--- src/rtl/pipe_ctrl_pkg.sv ---
// Shared types and default stage indices for the pipeline stall/flush sequencer.
package pipe_ctrl_pkg;

   typedef enum logic [2:0] {
      ST_RUN,
      ST_MEM_WAIT,
      ST_DRAIN,
      ST_HALTED,
      ST_ERROR
   } pipe_state_e;

   localparam int STG_IF  = 0;
   localparam int STG_ID  = 1;
   localparam int STG_EX  = 2;
   localparam int STG_MEM = 3;
   localparam int STG_WB  = 4;
   localparam int N_STAGES_DEF = STG_WB + 1;

   // Per-stage control bundle in the shape the stage registers consume.
   typedef struct packed {
      logic [N_STAGES_DEF-1:0] stage_en;
      logic [N_STAGES_DEF-1:0] bubble;
   } stage_ctrl_t;

endpackage

--- src/rtl/pipe_ctrl_sat_cnt.sv ---
// Saturating up-counter with enable; holds at all-ones once reached.
module pipe_ctrl_sat_cnt #(
   parameter int W = 32
) (
   input  logic         clk_i,
   input  logic         rst_ni,
   input  logic         en_i,
   output logic [W-1:0] cnt_o
);

   logic [W-1:0] cnt_q, cnt_d;

   always_comb begin
      cnt_d = cnt_q;
      if (en_i && (cnt_q != '1)) cnt_d = cnt_q + W'(1);
   end

   // NOTE: sequential state uses non-blocking assignments so every flop samples pre-edge values.
   always_ff @(posedge clk_i or negedge rst_ni) begin
      if (!rst_ni) cnt_q <= '0;
      else         cnt_q <= cnt_d;
   end

   assign cnt_o = cnt_q;

endmodule

--- src/rtl/pipe_ctrl.sv ---
// Pipeline stall/flush sequencer: merges hazards, memory waits and halt into stage controls.
// Optional performance counters are built when PIPE_CTRL_PERF_EN is defined.
module pipe_ctrl
   import pipe_ctrl_pkg::*;
#(
   parameter int N_STAGES    = N_STAGES_DEF,
   parameter int ID_STAGE    = STG_ID,
   parameter int EX_STAGE    = STG_EX,
   parameter int MEM_STAGE   = STG_MEM,
   parameter int MEM_TIMEOUT = 255,
   parameter int CNT_W       = 32
) (
   input  logic                clk_i,
   input  logic                rst_ni,
   input  logic [N_STAGES-1:0] valid_i,
   input  logic                load_use_stall_i,
   input  logic                redirect_i,
   input  logic                imem_ready_i,
   input  logic                dmem_req_i,
   input  logic                dmem_ready_i,
   input  logic                halt_req_i,
   output logic [N_STAGES-1:0] stage_en_o,
   output logic [N_STAGES-1:0] bubble_o,
   output logic                redirect_o,
   output logic                halted_o,
   output logic                mem_timeout_o,
   output logic [CNT_W-1:0]    stall_cycles_o,
   output logic [CNT_W-1:0]    flush_cnt_o
);

   localparam int WCNT_W = (MEM_TIMEOUT > 1) ? $clog2(MEM_TIMEOUT + 1) : 1;

   pipe_state_e       state_q, state_d;
   logic [WCNT_W-1:0] wait_cnt_q, wait_cnt_d;
   logic              mem_timeout_q, mem_timeout_d;

   logic mem_wait, redir_hit, lu_hit, fetch_blk, timeout_hit;

   assign mem_wait    = dmem_req_i & valid_i[MEM_STAGE] & ~dmem_ready_i;
   assign redir_hit   = redirect_i & valid_i[EX_STAGE];
   assign lu_hit      = load_use_stall_i & valid_i[ID_STAGE];
   assign fetch_blk   = (state_q == ST_DRAIN);
   assign timeout_hit = (MEM_TIMEOUT != 0) &&
                        ((32'(wait_cnt_q) + 32'd1) == 32'(MEM_TIMEOUT));

   // NOTE: every always_comb output gets a default first, so no path can infer a latch.
   always_comb begin
      stage_en_o    = '1;
      bubble_o      = '0;
      redirect_o    = 1'b0;
      halted_o      = 1'b0;
      state_d       = state_q;
      wait_cnt_d    = wait_cnt_q;
      mem_timeout_d = mem_timeout_q;

      if (state_q == ST_ERROR) begin
         stage_en_o = '0;
      end else if (state_q == ST_HALTED) begin
         stage_en_o = '0;
         halted_o   = 1'b1;
         if (!halt_req_i) state_d = ST_RUN;
      end else if (mem_wait) begin
         // Redirect and load-use stay pending upstream and are honoured after the wait.
         for (int i = 0; i <= MEM_STAGE; i++) stage_en_o[i] = 1'b0;
         bubble_o[MEM_STAGE] = 1'b1;
         wait_cnt_d          = wait_cnt_q + WCNT_W'(1);
         if (timeout_hit) begin
            mem_timeout_d = 1'b1;
            state_d       = ST_ERROR;
         end else begin
            state_d = ST_MEM_WAIT;
         end
      end else begin
         wait_cnt_d = '0;
         if (redir_hit) begin
            redirect_o = 1'b1;
            for (int i = 0; i < EX_STAGE; i++) bubble_o[i] = 1'b1;
            if (fetch_blk) stage_en_o[0] = 1'b0;
         end else if (lu_hit) begin
            for (int i = 0; i <= ID_STAGE; i++) stage_en_o[i] = 1'b0;
            bubble_o[ID_STAGE] = 1'b1;
         end else if (!imem_ready_i || fetch_blk) begin
            stage_en_o[0] = 1'b0;
            bubble_o[0]   = 1'b1;
         end

         if (state_q == ST_DRAIN) begin
            if (!halt_req_i)                      state_d = ST_RUN;
            else if (valid_i[N_STAGES-1:1] == '0) state_d = ST_HALTED;
         end else begin
            state_d = halt_req_i ? ST_DRAIN : ST_RUN;
         end
      end

      // Reset freezes the pipe and fills every stage with bubbles immediately.
      if (!rst_ni) begin
         stage_en_o = '0;
         bubble_o   = '1;
         redirect_o = 1'b0;
         halted_o   = 1'b0;
      end
   end

   always_ff @(posedge clk_i or negedge rst_ni) begin
      if (!rst_ni) begin
         state_q       <= ST_RUN;
         wait_cnt_q    <= '0;
         mem_timeout_q <= 1'b0;
      end else begin
         state_q       <= state_d;
         wait_cnt_q    <= wait_cnt_d;
         mem_timeout_q <= mem_timeout_d;
      end
   end

   assign mem_timeout_o = mem_timeout_q;

`ifdef PIPE_CTRL_PERF_EN
   logic stall_inc;
   assign stall_inc = rst_ni && (state_q != ST_HALTED) && !(&stage_en_o);

   pipe_ctrl_sat_cnt #(.W(CNT_W)) u_stall_cnt (
      .clk_i  (clk_i),
      .rst_ni (rst_ni),
      .en_i   (stall_inc),
      .cnt_o  (stall_cycles_o)
   );

   pipe_ctrl_sat_cnt #(.W(CNT_W)) u_flush_cnt (
      .clk_i  (clk_i),
      .rst_ni (rst_ni),
      .en_i   (redirect_o),
      .cnt_o  (flush_cnt_o)
   );
`else
   assign stall_cycles_o = '0;
   assign flush_cnt_o    = '0;
`endif

endmodule

--- config.mk ---
export PLATFORM = sky130hd
export DESIGN_NAME = pipe_ctrl
export DESIGN_NICKNAME = d
export VERILOG_FILES = /design/src/rtl/pipe_ctrl_pkg.sv /design/src/rtl/pipe_ctrl_sat_cnt.sv /design/src/rtl/pipe_ctrl.sv
export SDC_FILE = /design/constraint.sdc
export NUM_CORES = 1
export LEC_CHECK = 0
export BUFFER_PORTS_ARGS = -buffer_cell sky130_fd_sc_hd__buf_2
export CAP_MARGIN = 10
export CORE_AREA = 8 8 67 63
export DETAILED_ROUTE_END_ITERATION = 12
export DIE_AREA = 0 0 75 71
export HOLD_SLACK_MARGIN = 0.02
export PLACE_DENSITY = 0.81
export SLEW_MARGIN = 20
export SYNTH_ARGS = -nofsm -noshare
export SYNTH_HDL_FRONTEND = slang
export SYNTH_HIERARCHICAL = 1
export SYNTH_SLANG_ARGS = --single-unit
export TNS_END_PERCENT = 1
--- constraint.sdc ---
create_clock -name clk_i -period 3.2 [get_ports clk_i]
set_clock_uncertainty 0.05 [all_clocks]
set_input_delay 0.96 -clock clk_i [delete_from_list [all_inputs] [get_ports clk_i]]
set_output_delay 0.96 -clock clk_i [all_outputs]
set_load 0.03 [all_outputs]
== Word level (Yosys, flattened, before mapping) ==
Index checks and enable logic that the tools add are counted.

* Add/sub/neg operators: 2
* Equality and inequality tests: 6
* Multiplexer cells: 40
* Bitwise gates (word level): 7
* Reduce and logical (&&, ||, !) cells: 6

{| class="wikitable"
|+ Operators by type and width
! kind !! count
|-
| $mux 1 || 21
|-
| $mux 3 || 7
|-
| $mux 5 || 3
|-
| $mux 2 || 7
|-
| $add 8x1->9 const B || 1
|-
| $eq 9x8->1 const B || 1
|-
| $add 8x1->8 const B || 1
|-
| $mux 8 || 1
|-
| $eq 3x2->1 const B || 2
|-
| $and 1x1->1 || 4
|-
| $logic_not 4->1 || 1
|-
| $mux 4 || 1
|-
| $ne 4x3->1 const B || 1
|-
| $reduce_and 4->1 || 1
|-
| $eq 3x3->1 const B || 1
|-
| $not 1->1 || 3
|-
| $reduce_and 3->1 || 1
|-
| $ne 2x2->1 const B || 1
|-
| $reduce_and 2->1 || 1
|-
| $logic_not 1->1 || 1
|-
| $logic_or 1x1->1 || 1
|}

* Register bits: 12
* Output and inout bits: 77
* Word-level logic and storage cells: 64

== Logic depth before layout (Yosys ltp) ==
Gate-level depths: netlist of run 1.

* Depth after elaboration: 9
* Mapped depth: 6

== Worst setup path after synthesis of run 1 ==
Ideal clock, no wire load.

* Path type: input port to output port
* Start: input port dmem_ready_i
* End: output port stage_en_o[0]
* Arrival time: 2.231 ns
* Setup slack: -0.041 ns
* Cell stages on the path: 4
* Buffers on the path: 1
* Path through: nand3b_1 -> clkbuf_1 -> nand3_1 -> nor3_1

* Longest elaborated chain between the ends: 6

{| class="wikitable"
|+ RTL lines
! element !! line !! text
|-
| start: declaration || pipe_ctrl.sv:20 || <nowiki>input logic dmem_ready_i,</nowiki>
|-
| $not 1->1 || pipe_ctrl.sv:39 || <nowiki>assign mem_wait = dmem_req_i & valid_i[MEM_STAGE] & ~dmem_ready_i;</nowiki>
|-
| $and 1x1->1 || pipe_ctrl.sv:39 ||
|-
| $mux 2 || pipe_ctrl.sv:62 || <nowiki>end else if (mem_wait) begin</nowiki>
|-
| $mux 4 || pipe_ctrl.sv:58 || <nowiki>end else if (state_q == ST_HALTED) begin</nowiki>
|-
| $mux 5 || pipe_ctrl.sv:56 || <nowiki>if (state_q == ST_ERROR) begin</nowiki>
|-
| $mux 5 || pipe_ctrl.sv:96 || <nowiki>if (!rst_ni) begin</nowiki>
|-
| end: declaration || pipe_ctrl.sv:22 || <nowiki>output logic [N_STAGES-1:0] stage_en_o,</nowiki>
|}

Every way passes these cells.

== Worst setup path after layout of run 1 ==
* Start: register state_q[2]
* End: output port stage_en_o[1]

* Longest elaborated chain between the ends: 4
* Elaborated cells on any way between the ends: 5
* Those cells by class: eq/ne: 2; mux: 3

{| class="wikitable"
|+ RTL lines
! element !! line !! text
|-
| start: declaration || pipe_ctrl.sv:33 || <nowiki>pipe_state_e state_q, state_d;</nowiki>
|-
| start signal: assignment || pipe_ctrl.sv:110 || <nowiki>state_q <= state_d;</nowiki>
|-
| $eq 3x2->1 || pipe_ctrl.sv:58 ||
|-
| $mux 4 || pipe_ctrl.sv:58 ||
|-
| $mux 5 * || pipe_ctrl.sv:56 ||
|-
| $mux 5 * || pipe_ctrl.sv:96 ||
|}

Mark *: on every way between the ends. The rest lies on a longest branch, timed or not.

==> metrics.md, run 1 <==
| Metric | Value |
|---|---|
| Status | `finished clean` |
| Vias in the first global route | `910` |
| Core Area | `3180 um^2` |
| Share of the synthesized area in the top cell type | `36.4%` |
| Yosys reg bits | `12` |
| Post-cts resize count | `0` |
| Pwr Total | `0.447 mW` |
| Final Hold Viols | `0` |
| Crit path time final | `2.90 ns` |
| Hold buffer count at CTS | `0` |
| Most used DFF post-synth | `dfrtp_1` |
| EDFF count, synth | `0` |
| Num ports | `90` |
| Die height | `slightly above 70 um` |
| Fin nets | `just over 200` |
| Mean Syn Cell Area | `8.24 um^2` |
| CP Capture Point | `stage_en_o[1]` |
| Worst path cell trace | `and3b_1 > a21oi_2 > nand3_1 > a31oi_1 > buf_2` |
| First-pass GRT wire length | `4040 um` |
| RSZ-0062 raised after global routing | `no` |
| Pins Over Slew Limit | `0` |
| Worst setup path startpoint | `state_q[2]` |
| CP Capture Type | `output port` |
| Max Cap Viol | `0` |
| Root cell of the clock tree | `clkbuf_4` |
| R2R Path End | `state_q[2]` |
| Clock slew at reported path FFs | `0.07 ns` |
| Cell variety after synth | `39` |
| Total CTS buffers | `3` |
| Fmax | `0.344 GHz` |
| DRC errors left | `0` |
| H-Tree Level Count | `1` |
| Critical-path maximum fanout | `7` |
| Post-synth top area cell | `buf_4` |
| Share of layout cells above drive strength 1 | `21.2%` |
| Clk sinks | `12` |
| CTS Buffer Depth | `2` |
| Crit Path Class | `flip-flop to output port` |
| Detail Route Antenna Nets | `0` |
| Worst path depth | `5` |
| Hold crit path type | `flip-flop to flip-flop` |
| DR WL/cell | `11.3 um` |
| Setup Viol. Count Final | `0` |
| DRT Pass-1 Iters | `4` |
| Initial core utilization | `around 43%` |
| Vias/cell | `roughly 4.2` |
| Gp weighted congestion | `0.875` |
| Initial drt markers | `46` |
| Sequential area share after synthesis | `22.1%` |
| DRT Wirelength | `between 2000 and 3000 um` |
| Worst path buffer plus inverter count | `1` |
| Via count | `983` |
| Worst setup SP type | `flip-flop` |
| GRT Residual Overflow | `0` |
| Largest net degree at the start of global routing | `18` |
| Skew-Pair Late Insertion Delay | `0.27 ns` |
| Area Growth Syn to Fin | `-3.40%` |
| Total GRT Usage | `under 10%` |
| CP delay by family, top | `simple AND/OR/NAND/NOR gates` |
| Detail Placement HPWL | `2210 um` |
| PwrDens | `340 nW/um^2` |
| Maximum vdd drop | `0.000157 V` |
| Synth area leaders | `buf_4 (36%), dfrtp_1 (22%), o21ai_1 (4.0%), o31ai_1 (2.8%), nand2_1 (2.5%)` |
| Worst R2R Start | `wait_cnt_q[0]` |
| Flop2flop setup slack | `between 1.5 and 2 ns` |
| Synthesized area | `1360 um^2` |
| Die width | `75 um` |
| Setup TNS | `0 ns` |
| Slowest cell on crit path | `dfrtp_1` |
| Setup Buffers After CTS | `0` |
| Row Count | `20` |
| Number of synthesis warnings | `6` |
| Overall die area | `5330 um^2` |
| Initial antenna violation count | `0` |
| Ys async rst share | `100%` |
| CP arrival | `1.89 ns` |
| R2R depth | `6` |
| Buffers on Ports | `24` |
| P_leak | `approximately 0.71 nW` |
| Diode count | `0` |
| Max incr delay on CP | `~0.47 ns` |
| Final period utilization | `a little over 90%` |
| Cells after Synth | `165` |
| CTS tree | `yes` |
| Worst EP required | `2.19 ns` |
cell usage in the layout, fill, tap and decap left out, drive strengths merged, types with 2 or more instances in the layout:
master and instances:
a21oi 4, dfrtp 12, ha 2, nand3b 2, and3b 3, and2 6
a31oi 2, conb 64, nand3 3, o21ai 16, inv 4, nand2 10
nor3b 2, a21o 2, clkbuf 4, o31ai 5, nor2 6, nand4 2
buf 26
cell type report:
type,instances,area (um^2)
clock buffers,4,36.3
multi-input cells,143,772
fillers,339,1860
flip-flops and latches,12,300
inverters,4,15.0
repair buffers,26,135
well taps,44,55.1
worst register-to-register path: cells and delay by family (launching register included):
kind / cells / cell delay [ns]
buffers and inverters: 1 / 0.09
flip-flops: 1 / 0.45
adder cells (fa/ha/maj): 1 / 0.14
AND/OR/NAND/NOR: 2 / 0.40
AO/OA/AOI/OAI: 2 / 0.49
state kept, by name (all words and copies together), names as in the netlist:
name           flops
state_q            3
wait_cnt_q         8
mem_timeout_o      1
per-layer routing:
| metal | routed length (um) | share of wire (%) | track usage (%) | vias up |
|---|---|---|---|---|
| met5 | 0 | 0 | 0 | - |
| met1 | 980 | 37 | 9.55 | 454 |
| met3 | 245 | 9.3 | 3.95 | 4 |
| li1 | - | - | - | 484 |
| met2 | 1380 | 52 | 16.2 | 41 |
| met4 | 38 | 1.4 | 2.17 | 0 |
where the power goes:
group	total [mW]	leakage, nW	switching (mW)	internal (mW)
Clock	0.116	0.0210	0.0472	0.0691
Combinational	0.174	0.525	0.150	0.0238
Sequential	0.157	0.164	0.00302	0.154
synthesized netlist by cell type (all sizes together) (2+ instances only):
cell	count
nand3b	2
ha	2
nor3b	2
nand3	3
a21oi	4
and3b	3
o21ai	16
dfrtp	12
nand4	2
nor2	6
nand2	10
a31oi	2
and2	6
o31ai	5
a21o	2
buf	67
inv	4
clkbuf	2
through the flow:
stage	setup slack [ns]	utilization, %	instance area, um^2	instances	hold slack, ns
CTS	0.305	41.3	1310	233	0.423
finish	0.296	41.3	1310	233	0.412
global placement	0.335	40.2	1280	229	0.385
floorplan	0.118	-	1600	228	0.441
global route	0.140	41.3	1310	233	0.428
detailed placement	0.318	40.2	1280	229	0.407
worst min-delay path by stage:
stage	end	cells past startpoint	slack [ns]	start
finish	mem_timeout_o	1	0.41	mem_timeout_o
global route	mem_timeout_o	1	0.43	mem_timeout_o
CTS	mem_timeout_o	1	0.42	mem_timeout_o
detailed placement	mem_timeout_o	1	0.41	mem_timeout_o
global placement	mem_timeout_o	1	0.39	mem_timeout_o
floorplan	wait_cnt_q[6]	1	0.44	wait_cnt_q[6]
kinds of logic (layout without fill, tap and decap cells):
group / Yosys count / in the layout / share of synthesized area (%)
simple gates: 41 / 41 / 17.8
xor+xnor: 1 / 1 / 1.20
fa+ha+maj: 2 / 2 / 1.84
compound gates: 35 / 35 / 17.9
other cells: 1 / 64 / 0.276
flops: 12 / 12 / 22.1
buf+inv: 73 / 34 / 38.9
Power figures use the tool's default switching activity.
==> inputs of run 2 (changes only) <==
Settings changed: CORE_AREA 8 8 67 63 to 8 8 51 83, DIE_AREA 0 0 75 71 to 0 0 59 91, PLACE_DENSITY 0.81 to 0.8.
==> metrics.md, run 2 (synthesized netlist as in run 1, its figures left out) <==
| Metric | Value |
|---|---|
| Status | `finished clean` |
| Final Hold Viols | `0 (unchanged)` |
| Die width | `59 um (-21%)` |
| Biggest register | `wait_cnt_q` |
| Post-cts resize count | `0 (unchanged)` |
| Share of layout cells above drive strength 1 | `21.2% (unchanged)` |
| Diode count | `0 (unchanged)` |
| DR WL/cell | `12.3 um (+8.6%)` |
| Vias in the first global route | `1092 (+20%)` |
| FF+latch area | `300 um^2 (unchanged)` |
| Largest net degree at the start of global routing | `11 (-7)` |
| Commonest non-fill, non-tap cells in the layout | `conb_1 (64), buf_2 (24), dfrtp_1 (12)` |
| Worst EP required | `2.19 ns (about the same)` |
| Sw Ratio | `44.6% (-0.20 points)` |
| First-pass GRT wire length | `4560 um (+13%)` |
| H-Tree Level Count | `1 (unchanged)` |
| Setup Buffers After CTS | `0 (unchanged)` |
| Largest register FFs | `8 (unchanged)` |
| Total GRT Usage | `10.4% (+1.2 points)` |
| Maximum vdd drop | `0.000153 V (-2.6%)` |
| Setup TNS | `0 ns (unchanged)` |
| Core Area | `3110 um^2 (-2.2%)` |
| Buffers on Ports | `24 (unchanged)` |
| GRT Residual Overflow | `0 (unchanged)` |
| Max Cap Viol | `0 (unchanged)` |
| Hold buffer count at CTS | `0 (unchanged)` |
| Crit path time final | `2.90 ns (-0.00243 ns)` |
| CP arrival | `1.89 ns (about the same)` |
| Num ports | `90 (unchanged)` |
| Gp weighted congestion | `0.815 (-6.9%)` |
| CTS tree | `yes` |
| Fillers | `350 (+3.2%)` |
| Die height | `91 um (+28%)` |
| Fin util | `42.6% (+1.3 points)` |
| PwrDens | `357 nW/um^2 (+4.9%)` |
| DRT Wirelength | `2860 um (+8.1%)` |
| Clk sinks | `12 (unchanged)` |
| P_sw | `0.211 mW (+5.3%)` |
| RSZ-0062 raised after global routing | `no` |
| Initial core utilization | `43.8% (+0.96 points)` |
| Detail Placement HPWL | `2440 um (+10%)` |
| Final period utilization | `90.7% (about the same)` |
| Row Count | `27 (+35%)` |
| Pins Over Slew Limit | `0 (unchanged)` |
| Crit Path Class | `input port to output port` |
| Setup WS pre-CTS | `0.291 ns (-0.0271 ns)` |
| P_leak | `0.715 nW (+0.76%)` |
| Total CTS buffers | `3 (unchanged)` |
| Leading cell type in the layout, fill and taps excluded | `conb_1` |
| Detail Route Antenna Nets | `0 (unchanged)` |
| Root cell of the clock tree | `clkbuf_8` |
| Worst setup SP type | `input port` |
| Via count | `1020 (+3.8%)` |
| Flop pwr share | `33.3% (-1.8 points)` |
| Clock power share | `29.5% (+3.5 points)` |
| Overall die area | `5370 um^2 (+0.83%)` |
| Critical-path maximum fanout | `6 (-1)` |
| Area Growth Syn to Fin | `-2.58%` |
| DRC errors left | `0 (unchanged)` |
| CTS Buffer Depth | `2 (unchanged)` |
| DRT Pass-1 Iters | `4 (unchanged)` |
| Initial antenna violation count | `0 (unchanged)` |
| Skew-Pair Late Insertion Delay | `0.24 ns (-0.03 ns)` |
| Initial drt markers | `14 (-70%)` |
| Internal power | `0.262 mW (+6.2%)` |
| Setup ws final | `0.299 ns (+0.00243 ns)` |
| Clock slew at reported path FFs | `0.05 ns (-0.02 ns)` |
| Combinational share of power | `37.2% (-1.7 points)` |
| CP Capture Type | `output port` |
| Fin nets | `206 (+0.49%)` |
| Vias/cell | `4.40 (+4.2%)` |
| Hold crit path type | `flip-flop to flip-flop` |
| Multi-input combinational cell area | `772 um^2 (unchanged)` |
| Fmax | `0.345 GHz (about the same)` |
| Setup Viol. Count Final | `0 (unchanged)` |
-- run 2: cell count changes in the layout (fill, tap and decap cells not counted) --
cell / change
clkbuf_4: -3
clkbuf_8: +2
buf_4: +1
-- run 2: worst max-delay path, stage by stage --
cell,delay (ns)
buf_2,0.10
and3b_1,0.33
nand2_1,0.19
nand2_1,0.11
buf_2,0.20
-- run 2: final cells by class --
cell class / instances / share of cell area (%)
well taps: 43 / 4.06
repair buffers: 27 / 10.8
multi-input cells: 143 / 58.3
flip-flops and latches: 12 / 22.7
inverters: 4 / 1.13
clock buffers: 3 / 3.12
-- run 2: per-layer routing --
metal / part of all wire, % / track usage [%]
met1: 35 / 9.99
met2: 48 / 18.5
met3: 14 / 2.54
met4: 2.6 / 7.03
met5: 0 / 0
-- run 2: final timing paths --
kind / cells past startpoint / slack [ns] / end / startpoint
setup / recovery: 5 / 0.30 / bubble_o[3] / dmem_ready_i
hold / removal: 1 / 0.40 / mem_timeout_o / mem_timeout_o
setup reg to reg: 6 / 1.50 / state_q[2] / wait_cnt_q[0]
hold reg to reg: 1 / 0.40 / mem_timeout_o / mem_timeout_o
max in group asynchronous: 2 / 2.35 / mem_timeout_o / rst_ni
min in group asynchronous: 2 / 0.62 / wait_cnt_q[7] / rst_ni
-- run 2: per-stage QoR --
stage                     instance area, um^2  std cells  hold WS [ns]  power [mW]
final                                    1330        232         0.400       0.473
after global routing                     1330        232         0.421       0.493
after CTS                                1330        232         0.402       0.473
after detailed placement                 1280        229         0.391       0.333
after global placement                   1280        229         0.389       0.332
after floorplan                          1600        228         0.441       0.366
-- run 2: power groups by stage --
stage / clock (mW) / combinational (mW) / sequential (mW)
floorplan: 0 / 0.206 / 0.159
global placement: 0 / 0.172 / 0.160
detailed placement: 0 / 0.173 / 0.160
CTS: 0.142 / 0.173 / 0.158
global route: 0.147 / 0.188 / 0.158
finish: 0.139 / 0.176 / 0.158
==> inputs of run 3 (changes only) <==
Settings changed: ABC_AREA from default to 1, CELL_PAD_IN_SITES_DETAIL_PLACEMENT from default to 1, CELL_PAD_IN_SITES_GLOBAL_PLACEMENT from default to 1, CORE_AREA 8 8 51 83 to 8 8 60 101, DIE_AREA 0 0 59 91 to 0 0 68 109, SYNTH_HIERARCHICAL 1 to default.
==> metrics.md, run 3 <==
| Metric | Value |
|---|---|
| CTS Buffer Depth | `2 (unchanged)` |
| Slowest cell on crit path | `nand2_1` |
| Root cell of the clock tree | `clkbuf_8` |
| Max Cap Viol | `0 (unchanged)` |
| PwrDens | `345 nW/um^2 (-3.4%)` |
| DRC errors left | `0 (unchanged)` |
| CP Capture Type | `output port` |
| Detail Placement HPWL | `3040 um (+24%)` |
| Die width | `68 um (+15%)` |
| Die height | `109 um (+20%)` |
| Leading cell type in the layout, fill and taps excluded | `conb_1` |
| Pwr Total | `0.458 mW (-3.2%)` |
| Clk sinks | `12 (unchanged)` |
| Setup Buffers After CTS | `0 (unchanged)` |
| Vias in the first global route | `1260 (+15%)` |
| Share of layout cells above drive strength 1 | `18.4% (-2.7 points)` |
| Total CTS buffers | `3 (unchanged)` |
| Worst EP required | `2.19 ns (about the same)` |
| Count leader, synth | `buf_4` |
| Top cells by count, synth | `buf_4 (66), nand2_1 (35), inv_1 (20)` |
| Cell variety after synth | `22 (-44%)` |
| Initial core utilization | `27.6% (-16 points)` |
| Final Instance Area | `1330 um^2 (+0.19%)` |
| Synthesized area | `1320 um^2 (-3.2%)` |
| Number of synthesis warnings | `0 (-6)` |
| Skew-Pair Late Insertion Delay | `0.24 ns (about the same)` |
| Total GRT Usage | `9.36% (-1.1 points)` |
| Worst setup SP type | `input port` |
| Vias/cell | `4.04 (-8.1%)` |
| Sequential area share after synthesis | `22.8% (+0.73 points)` |
| Post-synth top area cell | `buf_4` |
| Area after DPL | `1270 um^2 (-0.88%)` |
| Via count | `1095 (+7.4%)` |
| Yosys reg bits | `12 (unchanged)` |
| Most used DFF post-synth | `dfrtp_1` |
| Post-cts resize count | `0 (unchanged)` |
| Cells after Synth | `189 (+15%)` |
| Biggest register | `wait_cnt_q` |
| Gp weighted congestion | `0.782 (-4.0%)` |
| P_leak | `0.842 nW (+18%)` |
| Crit Path Class | `input port to output port` |
| Buffers on Ports | `24 (unchanged)` |
| Clock slew at reported path FFs | `0.06 ns (about the same)` |
| Fin nets | `233 (+13%)` |
| Max incr delay on CP | `0.20 ns (-0.13 ns)` |
| Fmax | `0.339 GHz (-1.7%)` |
| Num ports | `90 (unchanged)` |
| GRT Residual Overflow | `0 (unchanged)` |
| Hold buffer count at CTS | `0 (unchanged)` |
| CP arrival | `1.94 ns (+0.05 ns)` |
| CTS tree | `yes` |
| EDFF count, synth | `0 (unchanged)` |
| Setup TNS | `0 ns (unchanged)` |
| Diode count | `0 (unchanged)` |
| Worst path cell trace | `buf_2 > inv_1 > nor2_1 > nand2_1 > nand2_1 > nor3_2 > o211a_1 > buf_2` |
| DR WL/cell | `12.9 um (+4.7%)` |
| Final Hold Viols | `0 (unchanged)` |
| Core Area | `4760 um^2 (+53%)` |
| Initial antenna violation count | `0 (unchanged)` |
| H-Tree Level Count | `1 (unchanged)` |
| Overall die area | `7410 um^2 (+38%)` |
| Commonest non-fill, non-tap cells in the layout | `conb_1 (64), nand2_1 (35), buf_2 (24)` |
| Detail Route Antenna Nets | `0 (unchanged)` |
| Initial drt markers | `12 (-2)` |
| Row Count | `34 (+26%)` |
| CP delay by family, top | `simple AND/OR/NAND/NOR gates` |
| Hold crit path type | `flip-flop to flip-flop` |
| DRT Pass-1 Iters | `3 (-1)` |
| RSZ-0062 raised after global routing | `no` |
| Status | `finished clean` |
| Setup Viol. Count Final | `0 (unchanged)` |
| Critical-path maximum fanout | `5 (-1)` |
| Area Growth Syn to Fin | `0.855%` |
| Worst path buffer plus inverter count | `3 (+1)` |
| Crit path time final | `2.95 ns (+0.0490 ns)` |
| Largest net degree at the start of global routing | `15 (+4)` |
| Pins Over Slew Limit | `0 (unchanged)` |
| Maximum vdd drop | `0.000190 V (+24%)` |
| Final period utilization | `92.2% (+1.5 points)` |
| Share of the synthesized area in the top cell type | `37.6% (+1.2 points)` |
| DRT Wirelength | `3490 um (+22%)` |
| Synth area leaders | `buf_4 (38%), dfrtp_1 (23%), nand2_1 (10%), inv_1 (5.7%), nand3_1 (4.2%)` |
| Mean Syn Cell Area | `6.96 um^2 (-16%)` |
| First-pass GRT wire length | `5400 um (+18%)` |
| Largest register FFs | `8 (unchanged)` |
| Ys async rst share | `100% (unchanged)` |
-- run 3: path summary, 6_finish.rpt --
kind / from / endpoint / slack, ns / depth (start not counted)
setup / recovery: dmem_req_i / stage_en_o[0] / 0.25 / 8
hold / removal: mem_timeout_o / mem_timeout_o / 0.41 / 2
setup reg to reg: wait_cnt_q[1] / state_q[0] / 1.58 / 8
hold reg to reg: mem_timeout_o / mem_timeout_o / 0.41 / 2
max in group asynchronous: rst_ni / wait_cnt_q[4] / 2.29 / 2
min in group asynchronous: rst_ni / state_q[0] / 0.63 / 2
-- run 3: kinds of logic (layout without fill, tap and decap cells) --
logic type	count (synthesis)	in the layout	share of synthesized area, %
AND/OR/NAND/NOR	72	72	24.9
adder cells (fa/ha/maj)	2	2	1.90
AO/OA/AOI/OAI	15	15	6.46
flip-flops	12	12	22.8
buffers and inverters	87	52	43.6
other	1	64	0.285
-- run 3: area by class of cell --
cell class / count / area, um^2
fill: 662 / 3440
multi-input combinational: 153 / 683
sequential: 12 / 300
timing repair buffer: 27 / 143
inverter: 21 / 78.8
tap: 54 / 67.6
clock buffer: 4 / 55.1
-- run 3: where the power goes --
group	switching, mW	total (mW)	internal [mW]
registers	0	0.152	0.152
clock network	0.0611	0.170	0.109
logic	0.124	0.136	0.0116
-- run 3: stage by stage --
stage                     cells  setup WS, ns  util (%)  hold WS, ns
after CTS                   271         0.219      27.9        0.420
final                       271         0.250      27.9        0.413
after detailed placement    267         0.232      26.7        0.405
after floorplan             252         0.107         -        0.454
after global routing        271         0.128      27.9        0.452
after global placement      267         0.222      26.7        0.400
-- run 3: worst min-delay path: stages, from the launching register on --
cell and delay [ns]:
dfrtp_1 0.34, inv_1 0.04, nand2_1 0.05
-- run 3: metal layers --
metal	global-route usage (%)	part of all wire [%]	routed length, um
met5	0	0	0
met4	5.45	2.5	87
met3	3.09	11	369
met2	16.8	53	1860
met1	8.77	34	1180
